$ cat src/rtl/store_buffer_if.sv
// Bus bundle between the core data port, the backing RAM and the store buffer.
// The buffer takes the slave view; whatever drives the core side and models the RAM is the master.
interface store_buffer_if #(
    parameter int unsigned ADDR_W = 32,
    parameter int unsigned DATA_W = 32
);
    logic              MEM_write;
    logic [ADDR_W-1:0] MEM_addr;
    logic [DATA_W-1:0] MEM_wdata;
    logic [DATA_W-1:0] MEM_rdata;
    logic [ADDR_W-1:0] bk_raddr;
    logic [DATA_W-1:0] bk_rdata;
    logic              bk_wreq;
    logic [ADDR_W-1:0] bk_waddr;
    logic [DATA_W-1:0] bk_wdata;
    logic              bk_wack;
    logic              sb_full;
    logic              sb_empty;
    logic              sb_overrun;

    modport slave (
        input  MEM_write, MEM_addr, MEM_wdata, bk_rdata, bk_wack,
        output MEM_rdata, bk_raddr, bk_wreq, bk_waddr, bk_wdata, sb_full, sb_empty, sb_overrun
    );

    modport master (
        output MEM_write, MEM_addr, MEM_wdata, bk_rdata, bk_wack,
        input  MEM_rdata, bk_raddr, bk_wreq, bk_waddr, bk_wdata, sb_full, sb_empty, sb_overrun
    );
endinterface

$ cat src/rtl/store_buffer.sv
// Write-posting FIFO between the core data port and a slow handshaked RAM write port,
// with youngest-match load forwarding from entries that have not yet drained.
module store_buffer #(
    parameter int unsigned DEPTH  = 4,
    parameter int unsigned ADDR_W = 32,
    parameter int unsigned DATA_W = 32
) (
    input  logic          clk,
    input  logic          rst,
    store_buffer_if.slave bus
);
    localparam int unsigned PtrW = $clog2(DEPTH);
    localparam logic [PtrW:0] DepthC = (PtrW + 1)'(DEPTH);

    logic [ADDR_W-1:0] addr_q [DEPTH];
    logic [DATA_W-1:0] data_q [DEPTH];
    logic [PtrW-1:0]   head_q, tail_q;
    logic [PtrW:0]     count_q;
    logic              overrun_q;

    logic              push, pop, is_full;
    logic [PtrW-1:0]   fwd_idx;
    logic [DATA_W-1:0] fwd_data;

    assign is_full = (count_q == DepthC);
    assign pop     = bus.bk_wreq && bus.bk_wack;
    // A pop frees the head slot on the same edge, so a store at full still fits.
    assign push    = bus.MEM_write && !rst && (!is_full || pop);

    always_ff @(posedge clk) begin
        if (rst) begin
            head_q    <= '0;
            tail_q    <= '0;
            count_q   <= '0;
            overrun_q <= 1'b0;
        end else begin
            if (push) tail_q <= tail_q + 1'b1;
            if (pop)  head_q <= head_q + 1'b1;
            unique case ({push, pop})
                2'b10:   count_q <= count_q + 1'b1;
                2'b01:   count_q <= count_q - 1'b1;
                default: count_q <= count_q;
            endcase
            if (bus.MEM_write && is_full && !pop) overrun_q <= 1'b1;
        end
    end

    // Entry storage needs no reset; validity is tracked by head/count alone.
    always_ff @(posedge clk) begin
        if (push) begin
            addr_q[tail_q] <= bus.MEM_addr;
            data_q[tail_q] <= bus.MEM_wdata;
        end
    end

    // Walk oldest to youngest so the last hit, closest to tail, wins.
    always_comb begin
        fwd_data = bus.bk_rdata;
        fwd_idx  = head_q;
        for (int unsigned i = 0; i < DEPTH; i++) begin
            fwd_idx = head_q + PtrW'(i);
            if (((PtrW + 1)'(i) < count_q) &&
                (addr_q[fwd_idx][ADDR_W-1:2] == bus.MEM_addr[ADDR_W-1:2])) begin
                fwd_data = data_q[fwd_idx];
            end
        end
    end

    assign bus.MEM_rdata  = fwd_data;
    assign bus.bk_raddr   = bus.MEM_addr;
    assign bus.bk_wreq    = (count_q != '0);
    assign bus.bk_waddr   = addr_q[head_q];
    assign bus.bk_wdata   = data_q[head_q];
    assign bus.sb_full    = is_full;
    assign bus.sb_empty   = (count_q == '0);
    assign bus.sb_overrun = overrun_q;
endmodule
$ cat src/flat_wrapper.sv
// flat-port wrapper written by rule: the top's interface ports become plain ports
module store_buffer_flat 
#(
    parameter int unsigned DEPTH  = 4,
    parameter int unsigned ADDR_W = 32,
    parameter int unsigned DATA_W = 32
)
  (clk, rst, bus_MEM_write, bus_MEM_addr, bus_MEM_wdata, bus_bk_rdata, bus_bk_wack, bus_MEM_rdata, bus_bk_raddr, bus_bk_wreq, bus_bk_waddr, bus_bk_wdata, bus_sb_full, bus_sb_empty, bus_sb_overrun);
  store_buffer_if #(.ADDR_W(ADDR_W), .DATA_W(DATA_W)) bus_i ();
  input  logic clk;
  input  logic rst;
  input wire logic [$bits(bus_i.MEM_write)-1:0] bus_MEM_write;
  input wire logic [$bits(bus_i.MEM_addr)-1:0] bus_MEM_addr;
  input wire logic [$bits(bus_i.MEM_wdata)-1:0] bus_MEM_wdata;
  input wire logic [$bits(bus_i.bk_rdata)-1:0] bus_bk_rdata;
  input wire logic [$bits(bus_i.bk_wack)-1:0] bus_bk_wack;
  output wire logic [$bits(bus_i.MEM_rdata)-1:0] bus_MEM_rdata;
  output wire logic [$bits(bus_i.bk_raddr)-1:0] bus_bk_raddr;
  output wire logic [$bits(bus_i.bk_wreq)-1:0] bus_bk_wreq;
  output wire logic [$bits(bus_i.bk_waddr)-1:0] bus_bk_waddr;
  output wire logic [$bits(bus_i.bk_wdata)-1:0] bus_bk_wdata;
  output wire logic [$bits(bus_i.sb_full)-1:0] bus_sb_full;
  output wire logic [$bits(bus_i.sb_empty)-1:0] bus_sb_empty;
  output wire logic [$bits(bus_i.sb_overrun)-1:0] bus_sb_overrun;
  assign bus_i.MEM_write = bus_MEM_write;
  assign bus_i.MEM_addr = bus_MEM_addr;
  assign bus_i.MEM_wdata = bus_MEM_wdata;
  assign bus_i.bk_rdata = bus_bk_rdata;
  assign bus_i.bk_wack = bus_bk_wack;
  assign bus_MEM_rdata = bus_i.MEM_rdata;
  assign bus_bk_raddr = bus_i.bk_raddr;
  assign bus_bk_wreq = bus_i.bk_wreq;
  assign bus_bk_waddr = bus_i.bk_waddr;
  assign bus_bk_wdata = bus_i.bk_wdata;
  assign bus_sb_full = bus_i.sb_full;
  assign bus_sb_empty = bus_i.sb_empty;
  assign bus_sb_overrun = bus_i.sb_overrun;
  store_buffer #(.DEPTH(DEPTH), .ADDR_W(ADDR_W), .DATA_W(DATA_W)) u_core (.clk(clk), .rst(rst), .bus(bus_i));
endmodule
$ cat config.mk
export PLATFORM = sky130hd
export DESIGN_NAME = store_buffer_flat
export DESIGN_NICKNAME = d
export VERILOG_FILES = /design/src/rtl/store_buffer_if.sv /design/src/rtl/store_buffer.sv /design/src/flat_wrapper.sv
export SDC_FILE = /design/constraint.sdc
export NUM_CORES = 1
export LEC_CHECK = 0
export CORE_MARGIN = 2
export CORE_UTILIZATION = 25
export CTS_CLUSTER_SIZE = 12
export DETAILED_ROUTE_END_ITERATION = 12
export PLACE_DENSITY = 0.41
export SYNTH_ARGS = -nofsm -noshare
export SYNTH_HDL_FRONTEND = slang
export SYNTH_SLANG_ARGS = --single-unit
$ cat constraint.sdc
create_clock -name clk -period 5 [get_ports clk]
set_input_delay 1 -clock clk [delete_from_list [all_inputs] [get_ports clk]]
set_output_delay 1 -clock clk [all_outputs]
set_load 0.02 [all_outputs]
# Word-level counts from Yosys, hierarchy flattened
# Memories as Yosys holds them, arrays and structs flattened. A register that Yosys moved wholly into a read port is not among the register bits.
# Index checks and enable logic that the tools add are counted.
word_totals:
  rom_bits: 0
  output_inout_bits: 132
  ff_bits: 8
  latchBits: 0
  ram_bits: 256
  inputBits: 100
  n_memories: 2
classes:
  bitwise: 0
  div_mod_pow: 0
  mul: 0
  n_eq_ne: 7
  n_reduce_logical: 16
  n_addsub: 6
  muxes: 11
  n_lt_le_gt_ge: 4
  shifts: 0
mem_list:
  columns: ["memory", "words", "width", "rd", "rd_ports_with_merged_regs", "wr", "line", "source"]
  rows:
  - ["u_core.addr_q", 4, 32, 4, 1, 1, "store_buffer.sv:15", "logic [ADDR_W-1:0] addr_q [DEPTH];"]
  - ["u_core.data_q", 4, 32, 4, 1, 1, "store_buffer.sv:16", "logic [DATA_W-1:0] data_q [DEPTH];"]
ops:
  columns: ["cell", "n"]
  rows:
  - ["32-bit two-way mux", 4]
  - ["30-bit equality test", 4]
  - ["1-bit logical AND", 9]
  - ["2-bit two-way mux", 4]
  - ["1-bit by 3-bit less-than comparator with 1-bit output (first input constant)", 2]
  - ["2-bit by 3-bit less-than comparator with 1-bit output (first input constant)", 2]
  - ["3-bit one-hot mux with 2 select lines", 1]
  - ["2-bit by 1-bit adder with 2-bit output (second input constant)", 2]
  - ["2-bit adder (second input constant)", 2]
  - ["3-bit by 1-bit adder with 3-bit output (second input constant)", 1]
  - ["3-bit equality test (second input constant)", 1]
  - ["1-bit logical NOT", 3]
  - ["3-bit logical NOT", 1]
  - ["3-bit nonzero test", 1]
  - ["3-bit by 1-bit subtractor with 3-bit output (second input constant)", 1]
  - ["2-bit by 1-bit equality test with 1-bit output (second input constant)", 1]
  - ["2-bit equality test (second input constant)", 1]
  - ["1-bit two-way mux", 2]
  - ["2-bit nonzero test", 1]
  - ["1-bit logical OR", 1]

# Logic depth before layout (Yosys ltp)
# An unclocked memory read counts as a cell.
depth:
  ltp_word: 7
  mapped_depth: 16
  ltp_nobuf: 10

# Worst setup path before layout
# No wires, ideal clock.
synth_timing:
  path_kind: "input -> output"
  startpoint: "input port bus_MEM_addr[21]"
  endpoint: "output port bus_MEM_rdata[21]"
  setup_slack_ns: 0.333
  arrival_ns: 3.667
  path_stages: 11
  n_path_buf: 3
  t_required_ns: 4.000
  cell_sequence: "buf_1 inv_1 a221oi_1 a31oi_1 or4_1 or4b_1 buf_4 nor2_8 buf_6 nor4_1 nor3_1"
synth_via:
  elab_chain_len: 6
  elab_cells_between_ends: 12
synth_rtl:
  columns: ["item", "line", "source"]
  rows:
  - ["start: declaration", "flat_wrapper.sv:13", "input wire logic [$bits(bus_i.MEM_addr)-1:0] bus_MEM_addr;"]
  - ["30-bit equality test", "store_buffer.sv:63", "(addr_q[fwd_idx][ADDR_W-1:2] == bus.MEM_addr[ADDR_W-1:2])) begin"]
  - ["1-bit logical AND", "store_buffer.sv:62", "if (((PtrW + 1)'(i) < count_q) &&"]
  - ["32-bit two-way mux (3 in series)", "store_buffer.sv:62", null]
  - ["32-bit two-way mux (*)", "store_buffer.sv:62", null]
  - ["end: declaration", "flat_wrapper.sv:17", "output wire logic [$bits(bus_i.MEM_rdata)-1:0] bus_MEM_rdata;"]
# Mark *: on every way between the ends. The rest lies on a longest branch, timed or not.

==> impl_metrics.toml <==
[outcome]
status = "finished, violations left"
violations = "setup timing"

[pwr]
p_leak_nw = 8.25
power_density_mw_per_mm2 = 374
peakVddDrop_mv = 0.348
total_power_mw = 9.61

[route]
met2WireLength_um = 32500
drt_first_pass_iters = 5
detail_route.vias_per_cell = 5.23
wire_per_inst_um = 25.6
routed_wl_um = 68700
drt_iter0_drc = 1130
ant_nets = 0
wl_met3_um = 3340
maxUsedRoutingLayer = "met5"
vias = 14100
met1_length_um = 31200
drc = 0

[placement]
dp_slack_ns = -0.924
place_area_mm2 = 0.0231
dpl.hpwl_um = 49100
place.gp.congestion = 0.884
io_buffers = 231
dp_cells = 2585

[sta]
max_slew.worst_pin.slew_ns = 0.879
rsz0062_at_grt = "yes"
clock_skew_ns = 0.0171
period_share_pct = 103
slew_headroom_pct = 41.4
hold_viol = 0
finalCriticalPeriod_ns = 5.13
whs_ns = 0.482
timing.final.ws_setup_ns = -0.129
fmax_mhz = 195
slew_viol_final = 0
setup_viol = 27

[synth]
yosysUniqueCellTypes = 64
synth_largest_area_cell = "edfxtp_1"
synth.area.top_cells = "edfxtp_1 (42%), mux4_2 (21%), mux2i_1 (8.1%), xnor2_1 (3.7%), mux2_2 (2.5%)"
ys_ff_latch = 266
synth_most_common_cell = "edfxtp_1"
netlist_area_mm2 = 0.0183
synth_mux_area_share_pct = 31.9
yosys-top-cells-count = "edfxtp_1 (256), mux4_2 (172), mux2i_1 (148)"
yosys_warnings = 0
synth_adder_area_share_pct = 0.616
synthCells = 1319
synth-edff-count = 256
async_flop_share_pct = 0
avgSynthCellArea_um2 = 13.9
synth_compound_area_share_pct = 6.91
synth_top_cell_area_share_pct = 42.0
synthFlopType = "edfxtp_1"
yosys.area_share.simple_pct = 6.88
ys_seq_area_share_pct = 43.1
synth_xor_area_share_pct = 4.60
synth_top_family_by_area = "multiplexers"
synthesis.nets = 1428

[grt]
grt_overflow = 0
antenna_found_initial = 2
grt_pass1_wl_um = 99300
grt_max_degree = 99
grt_util_all_layers_pct = 17.9
grt_pass1_vias = 14300

[min_path]
hold_class = "reg -> reg"

[setup_path]
cp_data_arrival_time_ns = 4.13
worstSetupPathType = "reg -> out"
worst_setup_path_start_kind = "register"
critPathSlowestCell = "mux2i_1"
critPathMostFrequentCell = "buf_12"
critPathMaxFanout = 10
worstSetupEndpointType = "output pin"
crit_required_ns = 4.00
critPathMaxStageDelay_ns = 0.43
path_cells = "buf_12, inv_1, buf_4, mux2i_1, o22ai_1, nor4_2, buf_4, nand4_1, buf_12, buf_12, buf_12, mux2_2, nor4_2, nor3_1, buf_4"

[clock_network]
cts_tree = "built"
worstSkewPairLatency_ns = 0.56
path_clk_slew_ns = 0.06
cts.htree.levels = 2
clk_path_buf_depth = 3
cts-root-buf = "clkbuf_16"
cts_buffers = 35
cts.sinks = 266

[cells_and_area]
area_growth_pct = 40.5
final_area_mm2 = 0.0257
drive_above_1_share_pct = 42.1
nFillCells = 7020
layout.cells.non_filler = 2690
seq_area_mm2 = 0.00790
nNetsFinal = 1812
multi_input_area_mm2 = 0.0103

[floorplan]
rows = 99
die_h_um = 274
initial_core_util_pct = 25.1
die-area_mm2 = 0.0753
fp.dieW_um = 274
num_io_pins = 232
design.core.area_mm2 = 0.0727

[run]
drv_cap = 0
-- layout make-up --
class | instances | share of cell area, %
multi-input cells | 868 | 40.1
diodes | 1 | 0.00974
clock buffers | 42 | 3.51
inverters | 17 | 0.248
repair buffers | 515 | 19.9
well taps | 959 | 4.67
flip-flops and latches | 266 | 30.7
clock inverters | 22 | 0.847
-- power breakdown --
group          switching [mW]  internal [mW]
Clock                   0.991           1.50
Sequential              0.116           2.56
Combinational            2.25           2.19
Total                    3.36           6.25
-- worst paths after layout --
| kind | startpoint | end | slack, ns | depth (start not counted) |
|---|---|---|---|---|
| setup / recovery | register | bus_MEM_rdata[11] | -0.13 | 15 |
| hold / removal | u_core.bus.sb_overrun$_SDFFE_PP0P_ | u_core.bus.sb_overrun$_SDFFE_PP0P_ | 0.48 | 2 |
| setup reg to reg | u_core.count_q[0]$_SDFFE_PP0P_ | u_core.addr_q[2][23]$_DFFE_PP_ | 2.22 | 7 |
| hold reg to reg | u_core.bus.sb_overrun$_SDFFE_PP0P_ | u_core.bus.sb_overrun$_SDFFE_PP0P_ | 0.48 | 2 |
-- logic make-up (layout without fill, tap and decap cells) --
| family | after synthesis | count (layout) |
|---|---|---|
| and+or+nand+nor | 224 | 225 |
| muxes | 362 | 362 |
| xor gates and xnor gates | 96 | 96 |
| other | 0 | 1 |
| AOI/OAI and AO/OA | 176 | 176 |
| adders and majority gates | 9 | 9 |
| buffers and inverters | 186 | 596 |
| DFF | 266 | 266 |
-- repair_timing --
action	in CTS	in global routing
buffers inserted	28	10
endpoints found under the setup margin	32	32
hold buffers	0	0
pin swaps	39	44
gates resized for setup	259	136
cloned	4	2
-- layout by cell type (no fill, tap or decap), types with 16 or more instances in the layout --
cell,instances
a21oi_1,21
buf_12,44
buf_4,234
buf_6,19
clkbuf_16,37
clkdlybuf4s50_1,192
edfxtp_1,256
inv_1,17
mux2_2,38
mux2i_1,145
mux4_2,172
nand2_1,21
nor2_1,21
nor3_1,49
nor3_2,23
nor4_1,31
nor4_2,23
o2111ai_1,17
o2111ai_2,16
o21ai_2,17
xnor2_1,71
xor2_1,18
-- layer usage --
layer / up-vias / track usage [%]
li1: 6211 / -
met1: 7364 / 25.1
met2: 421 / 28.9
met3: 78 / 2.63
met4: 2 / 4.76
met5: - / 0
-- per-stage QoR --
step	utilization (%)	TNS, ns
2_1_floorplan	-	0
3_3_place_gp	31.8	-26.26
3_5_place_dp	31.8	-26.36
4_1_cts	34.2	-3.08
5_1_grt	35.3	-4.82
6_report	35.3	-1.41
-- state kept, by name, summed over array words and instances, names as in the netlist, named ones only --
register               flops
u_core.addr_q            128
u_core.data_q            128
u_core.count_q             3
u_core.head_q              2
u_core.tail_q              2
u_core.bus.sb_overrun      1
-- critical path, delay by kind of cell (launching register included) --
family	cells	cell delay, ns
buffers and inverters	8	1.32
and+or+nand+nor	4	0.87
muxes	2	0.71
DFF	1	0.40
AOI/OAI and AO/OA	1	0.26
Power figures use the tool's default switching activity.
